**src/rtl/pio_arbiter.sv**
```systemverilog
// Two-master arbiter sharing one custom_pio Avalon-MM slave, one access in flight at a time.
// Define PIO_ARB_FIXED_PRIO_EN for fixed m0 priority; the default is round-robin.
module pio_arbiter #(
    parameter int unsigned AW     = 1,
    parameter int unsigned DW     = 32,
    parameter int unsigned RD_LAT = 1
) (
    input  logic          i_clk,
    input  logic          i_reset,
    input  logic [AW-1:0] i_m0_addr,
    input  logic          i_m0_read,
    input  logic          i_m0_write,
    input  logic [DW-1:0] i_m0_wdata,
    output logic [DW-1:0] o_m0_rdata,
    output logic          o_m0_waitrequest,
    output logic          o_m0_readdatavalid,
    input  logic [AW-1:0] i_m1_addr,
    input  logic          i_m1_read,
    input  logic          i_m1_write,
    input  logic [DW-1:0] i_m1_wdata,
    output logic [DW-1:0] o_m1_rdata,
    output logic          o_m1_waitrequest,
    output logic          o_m1_readdatavalid,
    output logic [AW-1:0] o_s_addr,
    output logic          o_s_re,
    output logic          o_s_we,
    output logic [DW-1:0] o_s_wdata,
    input  logic [DW-1:0] i_s_rdata
);

    typedef enum logic [1:0] {StIdle, StIssue, StRdWait, StRdRet} state_e;

    state_e        r_state;
    logic          r_gnt;
    logic [2:0]    r_cnt;
    logic [AW-1:0] r_s_addr;
    logic          r_s_re;
    logic          r_s_we;
    logic [DW-1:0] r_s_wdata;
    logic [DW-1:0] r_m0_rdata;
    logic [DW-1:0] r_m1_rdata;
    logic          r_m0_wait;
    logic          r_m1_wait;
    logic          r_m0_rdv;
    logic          r_m1_rdv;
`ifndef PIO_ARB_FIXED_PRIO_EN
    logic          r_last;
`endif

    logic          w_req0;
    logic          w_req1;
    logic          w_win;
    logic          w_wr;
    logic [AW-1:0] w_addr;
    logic [DW-1:0] w_wdata;

    assign w_req0 = i_m0_read | i_m0_write;
    assign w_req1 = i_m1_read | i_m1_write;

    always_comb begin
        w_win = w_req1 & ~w_req0;
        if (w_req0 && w_req1) begin
`ifdef PIO_ARB_FIXED_PRIO_EN
            w_win = 1'b0;
`else
            w_win = ~r_last;
`endif
        end
    end

    // A simultaneous read+write from one master is served as a write.
    assign w_wr    = w_win ? i_m1_write : i_m0_write;
    assign w_addr  = w_win ? i_m1_addr  : i_m0_addr;
    assign w_wdata = w_win ? i_m1_wdata : i_m0_wdata;

    always_ff @(posedge i_clk) begin
        if (!i_reset) begin
            r_state    <= StIdle;
            r_gnt      <= 1'b0;
            r_cnt      <= '0;
            r_s_addr   <= '0;
            r_s_re     <= 1'b0;
            r_s_we     <= 1'b0;
            r_s_wdata  <= '0;
            r_m0_rdata <= '0;
            r_m1_rdata <= '0;
            r_m0_wait  <= 1'b1;
            r_m1_wait  <= 1'b1;
            r_m0_rdv   <= 1'b0;
            r_m1_rdv   <= 1'b0;
`ifndef PIO_ARB_FIXED_PRIO_EN
            r_last     <= 1'b1;
`endif
        end else begin
            r_m0_rdv <= 1'b0;
            r_m1_rdv <= 1'b0;
            unique case (r_state)
                StIdle: begin
                    if (w_req0 || w_req1) begin
                        r_gnt     <= w_win;
`ifndef PIO_ARB_FIXED_PRIO_EN
                        r_last    <= w_win;
`endif
                        r_s_addr  <= w_addr;
                        r_s_wdata <= w_wdata;
                        r_s_we    <= w_wr;
                        r_s_re    <= ~w_wr;
                        r_m0_wait <= w_win;
                        r_m1_wait <= ~w_win;
                        r_state   <= StIssue;
                    end
                end
                StIssue: begin
                    r_s_we    <= 1'b0;
                    r_s_re    <= 1'b0;
                    r_m0_wait <= 1'b1;
                    r_m1_wait <= 1'b1;
                    if (r_s_re) begin
                        r_cnt   <= 3'(RD_LAT);
                        r_state <= StRdWait;
                    end else begin
                        r_state <= StIdle;
                    end
                end
                StRdWait: begin
                    r_cnt <= r_cnt - 3'd1;
                    // Slave data is valid RD_LAT cycles after the s_re cycle.
                    if (r_cnt == 3'd1) begin
                        if (r_gnt) begin
                            r_m1_rdata <= i_s_rdata;
                            r_m1_rdv   <= 1'b1;
                        end else begin
                            r_m0_rdata <= i_s_rdata;
                            r_m0_rdv   <= 1'b1;
                        end
                        r_state <= StRdRet;
                    end
                end
                StRdRet: begin
                    r_state <= StIdle;
                end
                default: begin
                    r_state <= StIdle;
                end
            endcase
        end
    end

    assign o_s_addr           = r_s_addr;
    assign o_s_re             = r_s_re;
    assign o_s_we             = r_s_we;
    assign o_s_wdata          = r_s_wdata;
    assign o_m0_rdata         = r_m0_rdata;
    assign o_m1_rdata         = r_m1_rdata;
    assign o_m0_waitrequest   = r_m0_wait;
    assign o_m1_waitrequest   = r_m1_wait;
    assign o_m0_readdatavalid = r_m0_rdv;
    assign o_m1_readdatavalid = r_m1_rdv;

endmodule

```
**config.mk**
```make
export PLATFORM = sky130hd
export DESIGN_NAME = pio_arbiter
export DESIGN_NICKNAME = d
export VERILOG_FILES = /design/src/rtl/pio_arbiter.sv
export SDC_FILE = /design/constraint.sdc
export NUM_CORES = 1
export LEC_CHECK = 0
export ABC_AREA = 1
export BUFFER_PORTS_ARGS = -buffer_cell sky130_fd_sc_hd__buf_2
export CAP_MARGIN = 20
export CORE_UTILIZATION = 42
export DETAILED_ROUTE_END_ITERATION = 6
export GPL_TIMING_DRIVEN = 0
export PLACE_DENSITY = 0.76
export SLEW_MARGIN = 20
export SYNTH_ARGS = -nofsm -noshare
export SYNTH_HDL_FRONTEND = slang
export SYNTH_SLANG_ARGS = --single-unit
```
**constraint.sdc**
```tcl
create_clock -name i_clk -period 1.52 [get_ports i_clk]
set_clock_uncertainty 0.15 [all_clocks]
set_input_delay 0.152 -clock i_clk [delete_from_list [all_inputs] [get_ports i_clk]]
set_output_delay 0.152 -clock i_clk [all_outputs]
set_load 0.05 [all_outputs]
```
# Word level (Yosys, flattened, before mapping)
# Index checks and enable logic that the tools add are counted.
# totals
word_cells,62
register_bits,110
out_inout_bits,103
inputBits,104
# op_classes
add_sub_neg,1
muxes,20
reduce_logical,12
n_eq_ne,7
bitwise,8
# op_table
cell,n
2-to-1 mux 32 bit,1
2-to-1 mux 1 bit,9
AND reduction 3 bit,3
one-hot mux 1 bit (2 select lines),4
one-hot mux 2 bit (4 select lines),1
AND reduction 2 bit,4
2-to-1 mux 2 bit,3
"inequality test 2 bit, second input constant",3
one-hot mux 3 bit (2 select lines),1
inverter 1 bit,5
"equality test 2 bit, second input constant",2
nonzero test 2 bit,2
"equality test 3 x 1 -> 1 bit, second input constant",1
2-to-1 mux 3 bit,1
"subtractor 3 x 1 -> 3 bit, second input constant",1
"equality test 2 x 1 -> 1 bit, second input constant",1
zero test 2 bit,1
OR 1 bit,2
bitwise AND 1 bit,1
logical AND 1 bit,1
logical OR 1 bit,1

# Longest topological paths before layout
# logic_depth
depth_word,8
ltp_mapped,9
depth_no_buf,8

# Worst setup path before layout
# OpenSTA, ideal clock, no wires.
# synth_path
path_kind,register to register
startpoint,register r_cnt[0]
endpoint,register r_m1_rdata[22] (netlist: o_m1_rdata[22])
arrival_ps,1221
t_required_ps,1254
setup_time_ps,116
synth_period_minus_slack_ps,1487
path_buffers,1
path_slack_ps,33
stages_incl_launch_ff,8
cell_sequence,dfxtp_1 > ha_1 > nand2_1 > nor2_8 > nand2_2 > clkbuf_1 > o21ai_0 > nor2_1
# synth_via
elab_chain_cells,2
# synth_rtl
item,line,rtl
start: declaration,35,logic [2:0] r_cnt;
start signal: assignment,119,r_cnt <= 3'(RD_LAT);
start signal: assignment,126,r_cnt <= r_cnt - 3'd1;
equality test 3 x 1 -> 1 bit,128,if (r_cnt == 3'd1) begin
AND reduction 3 bit (no source line),--,
end signal: assignment,130,r_m1_rdata <= i_s_rdata;
end: declaration,41,logic [DW-1:0] r_m1_rdata;
# Every way passes these cells.
# A chain may end at the register's enable or synchronous reset.

==> run metrics <==
status=complete, but fails checks; failing checks=design-rule violations, negative setup slack; Core Footprint=0.0104 mm^2; Die W=106 um; remaining global-route overflow=0; Worst Hold Slack=7.78 ps; Syn Area/Cell=7.33 um^2; n_diodes=0; Mapped Area=0.00451 mm^2; first-pass GRT wire length=23.3 mm; Nets=1,034; Relative slew margins=50.8%; Synth Area in XOR/XNOR=0%; Pre-antenna DRT Iters=7; Tmin final=1560 ps; final cycle utilization of the critical path=103%; Via density=5.00; Post-Synth Adder-Cell Area=0.555%; CTS buffer count=9; DP Worst Slack=-243 ps; clock sink count=110; Cells after Synth=615; WL per Instance=14.6 um; CP endpoint=o_m1_rdata[28]; initial antenna violation count=0; post-DP HPWL=9.68 mm; port bufs=205; num ports=207; DR DRC count=3; clk buf depth=2; clk_lat worst skew=370 ps; post-route ant nets=0; pin count of the biggest net entering global routing=21; Fmax=641 MHz; Pleak=0.00350 uW; htree depth=3; Die H=106 um; max-cap violations=0; Req. time, crit path=1670 ps; vias=5,342; main combinational cell family by area after synthesis=simple AND/OR/NAND/NOR gates; reg2reg end=o_m1_rdata[28]; simple-gate area share of the yosys netlist=31.0%; sequential area share after synthesis=48.8%; mux cell area share after synthesis=0%; commonest non-fill, non-tap cell in the layout=buf_2; die area=0.0112 mm^2; fraction of layout cells with a size suffix above 1=34.0%; clock root buffer=clkbuf_8; HP Class=input port to flip-flop; Tot GR Track Use=26.1%; vias in the first global route=4,959; warning count from the yosys run=0; Fillers=808; CTS clk-pin slew, worst paths=130 ps; Layout area overhead=60.6%; Peak VDD IR=0.669 mV; Util after Layout=69.9%; nature of the critical path startpoint=flip-flop; standard-cell row count=37; Max Transition Viols Final=0; Setup CP Type=flip-flop to flip-flop; worst-path maximum fanout=7; Synth cell types=23; most frequent cells in the layout=buf_2 (208), nand2_1 (121), dfxtp_1 (104); TritonCTS clock tree=yes; final number of hold-violating endpoints=0; Starting Density=43.5%; Routed Wire Length=15.6 mm; compound-gate portion of the synthesized area=11.6%; PwrDens=935 mW/mm^2; synthesized flop and latch total=110; CP endpoint kind=flip-flop; number of setup violations in the final report=29; First DRT Iteration DRCs=318; r2r worst-path depth=8; routability-driven placement congestion ratio=0.860; Final TNS setup=-443 ps; final worst slack=-40.0 ps; Worst-Margin Slew=738 ps; crit path DAT=1710 ps; r2r setup slk=-40 ps; RSZ-0062 raised after global routing=true; Mapped Nets=721
[worst min path at each step]
| stage | cells after the start | slack, ps | startpoint | end |
|---|---|---|---|---|
| 2_1_floorplan | 2 | 150 | i_s_rdata[2] | o_m1_rdata[2] |
| 3_3_place_gp | 3 | 270 | i_s_rdata[31] | o_m1_rdata[31] |
| 3_5_place_dp | 3 | 270 | i_s_rdata[6] | o_m1_rdata[6] |
| 4_1_cts | 4 | 0.9 | i_m1_wdata[24] | o_s_wdata[24] |
| 5_1_grt | 4 | 30 | i_m1_wdata[16] | o_s_wdata[16] |
| 6_report | 4 | 8 | i_m1_wdata[24] | o_s_wdata[24] |
[cells in the mapped netlist, drive strengths merged]
library cell	n	share of area [%]
clkbuf	23	1.9
o21ai	37	4.4
nand2	127	11
nand3b	21	3.5
buf	18	2.5
ha	2	0.55
inv	43	3.6
dfxtp	110	49
nand4	8	1.1
nand3	63	7.0
nor2	98	8.7
clkinv	1	0.083
a21oi	62	6.9
o211ai	1	0.17
a211oi	1	0.17
[area by class of cell]
| type | instances | area (um^2) | area share, % |
|---|---|---|---|
| buffer | 41 | 290 | 4.01 |
| inverter | 44 | 180 | 2.49 |
| clock inverter | 7 | 87.6 | 1.21 |
| timing repair buffer | 301 | 2060 | 28.4 |
| sequential | 110 | 2210 | 30.5 |
| tap | 136 | 170 | 2.35 |
| multi-input combinational | 421 | 2120 | 29.3 |
| clock buffer | 9 | 124 | 1.71 |
[timing repair]
item,CTS,global route
hold buffers,83,0
pin swaps,2,25
buffers inserted,3,4
resized for setup,36,93
gates cloned,0,7
endpoints found under the setup margin,83,100
endpoints found under the hold margin,97,0
[critical path, cell delays in order, from the launching register on]
cell	delay, ps
dfxtp_2	380
inv_2	60
nor2_4	120
inv_2	70
nor2_8	210
nand2_4	130
clkbuf_16	180
o21ai_2	130
nor2_1	50
[kinds of logic (layout without fill, tap and decap cells)]
kind of cell,Yosys count,after routing
AO/OA/AOI/OAI,101,101
adder cells (fa/ha/maj),2,2
buffers and inverters,85,402
flip-flops,110,110
AND/OR/NAND/NOR,317,318
[state kept, by name (all words and copies together), names as in the netlist, named ones only]
name,flops
r_gnt,1
o_m0_readdatavalid,1
o_s_wdata,32
o_m1_waitrequest,1
r_cnt,3
o_m0_rdata,32
r_last,1
o_s_we,1
r_state,1
o_m1_rdata,32
o_m1_readdatavalid,1
o_s_re,1
o_s_addr,1
o_m0_waitrequest,1
[per-stage QoR]
step           instances  area [um^2]  total power [uW]
2_1_floorplan        615         4510              4180
3_3_place_gp         956         5710              4620
3_5_place_dp         956         5710              4630
4_1_cts             1058         6830              6690
5_1_grt             1069         7250              7050
6_report            1069         7250              6780
[per-layer routing]
metal	GRT usage, %	up-vias	share of wire (%)	routed length, um
li1	-	2617	-	-
met1	30.2	2430	41	6400
met2	45.7	246	49	7580
met3	5.26	49	6.5	1010
met4	13.3	0	3.8	600
met5	0	-	0	0
[power breakdown]
group | switching [uW] | total, uW | internal [uW] | leakage, uW
Combinational | 1140 | 1740 | 601 | 0.00249
Sequential | 94.1 | 3120 | 3030 | 0.000897
Clock | 1110 | 1910 | 805 | 0.000108
Total | 2340 | 6780 | 4440 | 0.00350
Note: power is estimated with default switching activity, not from simulation.
